--- config.mk ---
export PLATFORM = sky130hd
export DESIGN_NAME = main_mem_port_arbiter
export DESIGN_NICKNAME = d
export VERILOG_FILES = /design/src/rtl/main_mem_port_arbiter_pkg.sv /design/src/rtl/main_mem_arb_starve_counter.sv /design/src/rtl/main_mem_port_arbiter.sv
export SDC_FILE = /design/constraint.sdc
export NUM_CORES = 1
export LEC_CHECK = 0
export CAP_MARGIN = 40
export CORE_ASPECT_RATIO = 0.6
export CORE_UTILIZATION = 33
export CTS_CLUSTER_SIZE = 40
export DETAILED_ROUTE_END_ITERATION = 8
export GPL_ROUTABILITY_DRIVEN = 0
export PLACE_DENSITY = 0.83
export SKIP_CTS_REPAIR_TIMING = 1
export SYNTH_ARGS = -nofsm -noshare
export SYNTH_HDL_FRONTEND = slang
export SYNTH_HIERARCHICAL = 1
export SYNTH_SLANG_ARGS = --single-unit
--- constraint.sdc ---
create_clock -name clk -period 2.74 [get_ports clk]
set_input_delay 0.548 -clock clk [delete_from_list [all_inputs] [get_ports clk]]
set_output_delay 0.548 -clock clk [all_outputs]
set_load 0.005 [all_outputs]
--- src/rtl/main_mem_port_arbiter_pkg.sv ---
// Shared constants for the main memory port arbiter: owner encodings and the
// default starvation limit.
package main_mem_port_arbiter_pkg;

  localparam logic [1:0] OWNER_NONE  = 2'd0;
  localparam logic [1:0] OWNER_FETCH = 2'd1;
  localparam logic [1:0] OWNER_DATA  = 2'd2;

  localparam int STARVE_LIMIT_DEFAULT = 4;
  localparam int STARVE_CNT_W         = 4;

endpackage

--- src/rtl/main_mem_arb_starve_counter.sv ---
// Saturating count of consecutive denied fetch cycles; limit_hit forces the
// next contended cycle to fetch.
module main_mem_arb_starve_counter
  import main_mem_port_arbiter_pkg::*;
#(
  parameter int STARVE_LIMIT = STARVE_LIMIT_DEFAULT
) (
  input  logic clk,
  input  logic rst,
  input  logic clr,
  input  logic inc,
  output logic limit_hit
);

  localparam logic [STARVE_CNT_W-1:0] LIMIT = STARVE_CNT_W'(STARVE_LIMIT);

  logic [STARVE_CNT_W-1:0] cnt_d, cnt_q;

  always_comb begin
    cnt_d = cnt_q;
    if (clr) begin
      cnt_d = '0;
    end else if (inc && (cnt_q < LIMIT)) begin
      cnt_d = cnt_q + 1'b1;
    end
  end

  always_ff @(posedge clk or negedge rst) begin
    if (!rst) begin
      cnt_q <= '0;
    end else begin
      cnt_q <= cnt_d;
    end
  end

  assign limit_hit = (cnt_q >= LIMIT);

endmodule

--- src/rtl/main_mem_port_arbiter.sv ---
// Arbitrates one single-ported main memory between fetch and data requesters
// (data-first, starvation-bounded). Optional MAIN_MEM_ARB_STATS_EN adds grant/stall counters.
module main_mem_port_arbiter
  import main_mem_port_arbiter_pkg::*;
#(
  parameter int ADDR_W       = 32,
  parameter int DATA_W       = 32,
  parameter int STARVE_LIMIT = STARVE_LIMIT_DEFAULT
) (
  input  logic              clk,
  input  logic              rst,
  input  logic              fetch_req,
  input  logic [ADDR_W-1:0] fetch_addr,
  output logic              fetch_gnt,
  output logic              fetch_rvalid,
  output logic [DATA_W-1:0] fetch_rdata,
  input  logic              data_req,
  input  logic              data_we,
  input  logic [ADDR_W-1:0] data_addr,
  input  logic [DATA_W-1:0] data_wdata,
  output logic              data_gnt,
  output logic              data_rvalid,
  output logic [DATA_W-1:0] data_rdata,
  output logic [ADDR_W-1:0] mem_addr,
  output logic [DATA_W-1:0] mem_wdata,
  output logic              mem_wen,
  input  logic [DATA_W-1:0] mem_rdata,
`ifdef MAIN_MEM_ARB_STATS_EN
  output logic [31:0]       fetch_grant_count,
  output logic [31:0]       data_grant_count,
  output logic [31:0]       fetch_stall_count,
`endif
  output logic [1:0]        owner
);

  logic              limit_hit;
  logic              fetch_stall;
  logic              fetch_rvalid_d, fetch_rvalid_q;
  logic              data_rvalid_d, data_rvalid_q;
  logic [DATA_W-1:0] fetch_rdata_d, fetch_rdata_q;
  logic [DATA_W-1:0] data_rdata_d, data_rdata_q;
  logic [1:0]        last_owner_d, last_owner_q;

  main_mem_arb_starve_counter #(
    .STARVE_LIMIT(STARVE_LIMIT)
  ) u_starve (
    .clk      (clk),
    .rst      (rst),
    .clr      (~fetch_stall),
    .inc      (fetch_stall),
    .limit_hit(limit_hit)
  );

  // Grant selection and memory drive: data wins unless fetch has starved.
  always_comb begin
    fetch_gnt = fetch_req & (~data_req | limit_hit);
    data_gnt  = data_req & ~fetch_gnt;
    owner     = OWNER_NONE;
    mem_addr  = '0;
    mem_wdata = '0;
    mem_wen   = 1'b0;
    if (fetch_gnt) begin
      owner    = OWNER_FETCH;
      mem_addr = fetch_addr;
    end else if (data_gnt) begin
      owner     = OWNER_DATA;
      mem_addr  = data_addr;
      mem_wdata = data_wdata;
      mem_wen   = data_we;
    end
  end

  assign fetch_stall = fetch_req & ~fetch_gnt;

  // Return path: capture read data on the grant cycle, present it one cycle later.
  always_comb begin
    fetch_rvalid_d = fetch_gnt;
    fetch_rdata_d  = fetch_gnt ? mem_rdata : fetch_rdata_q;
    data_rvalid_d  = data_gnt & ~data_we;
    data_rdata_d   = (data_gnt & ~data_we) ? mem_rdata : data_rdata_q;
    last_owner_d   = owner;
  end

  always_ff @(posedge clk or negedge rst) begin
    if (!rst) begin
      fetch_rvalid_q <= 1'b0;
      data_rvalid_q  <= 1'b0;
      fetch_rdata_q  <= '0;
      data_rdata_q   <= '0;
      last_owner_q   <= OWNER_NONE;
    end else begin
      fetch_rvalid_q <= fetch_rvalid_d;
      data_rvalid_q  <= data_rvalid_d;
      fetch_rdata_q  <= fetch_rdata_d;
      data_rdata_q   <= data_rdata_d;
      last_owner_q   <= last_owner_d;
    end
  end

  assign fetch_rvalid = fetch_rvalid_q;
  assign data_rvalid  = data_rvalid_q;
  assign fetch_rdata  = fetch_rdata_q;
  assign data_rdata   = data_rdata_q;

  // last_owner is held for extensions only; reduce it so it is not left dangling.
  logic unused_last_owner;
  assign unused_last_owner = ^last_owner_q;

`ifdef MAIN_MEM_ARB_STATS_EN
  function automatic logic [31:0] sat_inc32(input logic [31:0] v);
    return (v == 32'hFFFF_FFFF) ? v : v + 32'd1;
  endfunction

  logic [31:0] fetch_grant_count_d, fetch_grant_count_q;
  logic [31:0] data_grant_count_d, data_grant_count_q;
  logic [31:0] fetch_stall_count_d, fetch_stall_count_q;

  always_comb begin
    fetch_grant_count_d = fetch_gnt ? sat_inc32(fetch_grant_count_q) : fetch_grant_count_q;
    data_grant_count_d  = data_gnt ? sat_inc32(data_grant_count_q) : data_grant_count_q;
    fetch_stall_count_d = fetch_stall ? sat_inc32(fetch_stall_count_q) : fetch_stall_count_q;
  end

  always_ff @(posedge clk or negedge rst) begin
    if (!rst) begin
      fetch_grant_count_q <= '0;
      data_grant_count_q  <= '0;
      fetch_stall_count_q <= '0;
    end else begin
      fetch_grant_count_q <= fetch_grant_count_d;
      data_grant_count_q  <= data_grant_count_d;
      fetch_stall_count_q <= fetch_stall_count_d;
    end
  end

  assign fetch_grant_count = fetch_grant_count_q;
  assign data_grant_count  = data_grant_count_q;
  assign fetch_stall_count = fetch_stall_count_q;
`endif

endmodule

==> results.py <==
metrics = {
    "status": {
        "outcome": "completed",
    },
    "synth": {
        "synth_simple_gate_area_frac": 0.0876,
        "synth_nets": 373,
        "synth_top_family_by_area": "multiplexers",
        "synth_area_leaders": "dfrtp_1 (52%), mux2_4 (13%), mux2_2 (12%)",
        "synth_edf_count": 0,
        "synth_mux_area_frac": 0.253,
        "synth_compound_area_frac": 0.0883,
        "async_flop_share": 1.00,
        "synth_xor_xnor_area_share": 0,
        "netlist_instances": 239,
        "synth_warnings": 6,
        "ys_types": 24,
        "yosysSeqAreaShare": 0.522,
        "synth-adder-area-share": 0.00373,
        "ys_seq_elements": 70,
        "ys.flop_type": "dfrtp_1",
        "synth_top_cell_area_share": 0.522,
        "synth_top_area_cell": "dfrtp_1",
        "synth_area_um2": 3360,
        "synth.avg_cell_area_um2": 14.0,
    },
    "floorplan": {
        "num_rows": 28,
        "die_width_um": 132,
        "ios": 268,
        "die_h_um": 80.1,
        "dieArea_um2": 10600,
        "initial_utilization": 0.340,
        "core_area_um2": 9880,
    },
    "global_routing": {
        "grt_usage": 0.217,
        "grt_pass1_vias": 3047,
        "grt_first_pass_wirelength_mm": 17.2,
        "grt-ovfl-total": 0,
        "antenna_found_initial": 0,
        "grt_max_degree": 40,
    },
    "route": {
        "via_count": 3033,
        "drtIter0Drc": 140,
        "drt-wirelength-per-cell_um": 18.6,
        "ant_nets": 0,
        "wl_mm": 12.2,
        "first_pass_iters": 4,
        "vias_per_cell": 4.64,
        "post-route-drc-count": 0,
    },
    "sta": {
        "setup_viol": 0,
        "fmax_ghz": 0.371,
        "tns_ns": 0,
        "min_period_ns": 2.70,
        "worstMarginPinSlew_ns": 0.747,
        "min_period_over_period": 0.984,
        "slew_viol_final": 0,
        "finalClockSkew_ns": 0.00554,
        "hold_violations": 0,
        "maxSlewHeadroom": 0.502,
    },
    "run": {
        "drv_cap": 0,
    },
    "setup_path": {
        "critical_path.max_fanout": 34,
        "cp-end-kind": "primary output",
        "start_kind": "flop",
        "worstPathCellList": "or2_4 > a21boi_4 > buf_4 > buf_12 > and2_1 > clkdlybuf4s50_1",
        "slowest_stage": "clkdlybuf4s50_1",
        "max_stage_delay_ns": 0.52,
        "crit_type": "flop to primary output",
        "cp_data_required_time_ns": 2.19,
        "crit_arrival_ns": 2.15,
    },
    "clocking": {
        "clk_latency_ns": 0.33,
        "htreeDepth": 3,
        "cts_tree": "done",
        "cts_buffers": 9,
        "cts.sinks": 70,
        "cts_max_path_buffers": 2,
        "cts_root_buf": "clkbuf_16",
        "clkSlewWorstSetupHoldPaths_ns": 0.06,
    },
    "pwr": {
        "internal_power_uw": 2540,
        "p_comb_frac": 0.301,
        "p_leak_uw": 0.00298,
        "power.density_nw_per_um2": 507,
        "ir_worst_vdd_mv": 0.345,
        "clkPwrFrac": 0.325,
        "swShare": 0.245,
        "seq_power_share": 0.374,
        "p_switching_uw": 821,
    },
    "place": {
        "placed_area_um2": 6210,
        "io_buffers": 267,
        "place_inst": 631,
        "dp_hpwl_mm": 9.24,
    },
    "layout": {
        "syn2layout_area_growth_pct": 97.3,
        "post-route-util": 0.670,
        "design_area_um2": 6620,
        "drive_gt1_frac": 0.204,
        "antenna_cells": 0,
        "finalNetCount": 648,
        "stdcell_count": 654,
    },
    "worst_hold_path": {
        "hp-class": "input pin to asynchronous set/reset pin",
    },
}
==> worst paths after layout <==
| kind | start | end | slack (ns) | cells after the start |
|---|---|---|---|---|
| worst max-delay path | u_starve/cnt_q[2] | mem_wdata[5] | 0.04 | 6 |
| worst min-delay path | rst | fetch_rdata[25] | 0.28 | 1 |
| worst max register to register | u_starve/cnt_q[2] | data_rdata[0] | 0.68 | 7 |
| worst min register to register | fetch_rdata[2] | fetch_rdata[2] | 0.50 | 1 |
| max in group asynchronous | rst | data_rdata[16] | 1.78 | 2 |
| min in group clk | fetch_rdata[2] | fetch_rdata[2] | 0.50 | 1 |
==> cell usage after synthesis, types with 2 or more instances <==
master	instances
clkbuf_1	3
inv_1	3
nor2b_1	2
mux2_4	29
mux2_2	35
dfrtp_1	70
buf_2	7
or2_2	2
buf_4	3
and2_1	33
a22o_1	32
buf_6	6
nand2b_1	3
==> layer usage <==
| layer | global-route usage | routed length (um) |
|---|---|---|
| met1 | 0.272 | 5110 |
| met2 | 0.350 | 5860 |
| met3 | 0.0783 | 1010 |
| met4 | 0.0701 | 182 |
| met5 | 0 | 0 |
==> metrics by stage <==
stage,worst slack (ns),power [uW],hold slack [ns]
2_1_floorplan,0.625,1570,0.252
4_1_cts,-0.156,3390,0.286
5_1_grt,-0.0279,3510,0.334
3_3_place_gp,-0.0550,2250,0.488
6_report,0.0446,3360,0.284
3_5_place_dp,-0.0816,2280,0.492
==> power groups by stage <==
| stage | sequential [uW] | clock, uW | combinational [uW] |
|---|---|---|---|
| 2_1_floorplan | 1280 | 0 | 293 |
| 3_3_place_gp | 1270 | 0 | 990 |
| 3_5_place_dp | 1270 | 0 | 1010 |
| 4_1_cts | 1260 | 1120 | 1010 |
| 5_1_grt | 1270 | 1160 | 1070 |
| 6_report | 1260 | 1090 | 1010 |
==> layout by cell type (no fill, tap or decap), drive strengths merged, types with 2 or more instances in the layout <==
master,count
and2,33
buf,16
dlymetal6s2s,17
clkbuf,11
mux2,65
inv,6
clkinvlp,3
or2,2
nand2b,3
dfrtp,70
a22o,32
nor2b,2
clkdlybuf4s50,249
==> cell type report <==
class	count	area (um2)
clock buffer	10	239
clock inverter	6	45.0
fill	751	3260
inverter	4	15.0
multi-input combinational	146	1480
sequential	70	1750
tap	135	169
timing repair buffer	283	2920
==> state kept, by name (all words and copies together), names as in the netlist <==
name,count
u_starve/cnt_q,4
data_rdata,32
fetch_rvalid,1
fetch_rdata,32
data_rvalid,1
==> critical path, delay by kind of cell, from the launching register on <==
family          cells  cell delay (ns)
flops               1             0.39
simple gates        2             0.43
buf+inv             3             0.81
compound gates      1             0.18
==> logic make-up (layout without fill, tap and decap cells) <==
family	after synthesis	after routing
adders and majority gates	1	1
AOI/OAI and AO/OA	34	34
and+or+nand+nor	45	45
DFF	70	70
muxes	66	66
buffers and inverters	23	303
No activity file was read; power rests on OpenSTA's default activity.
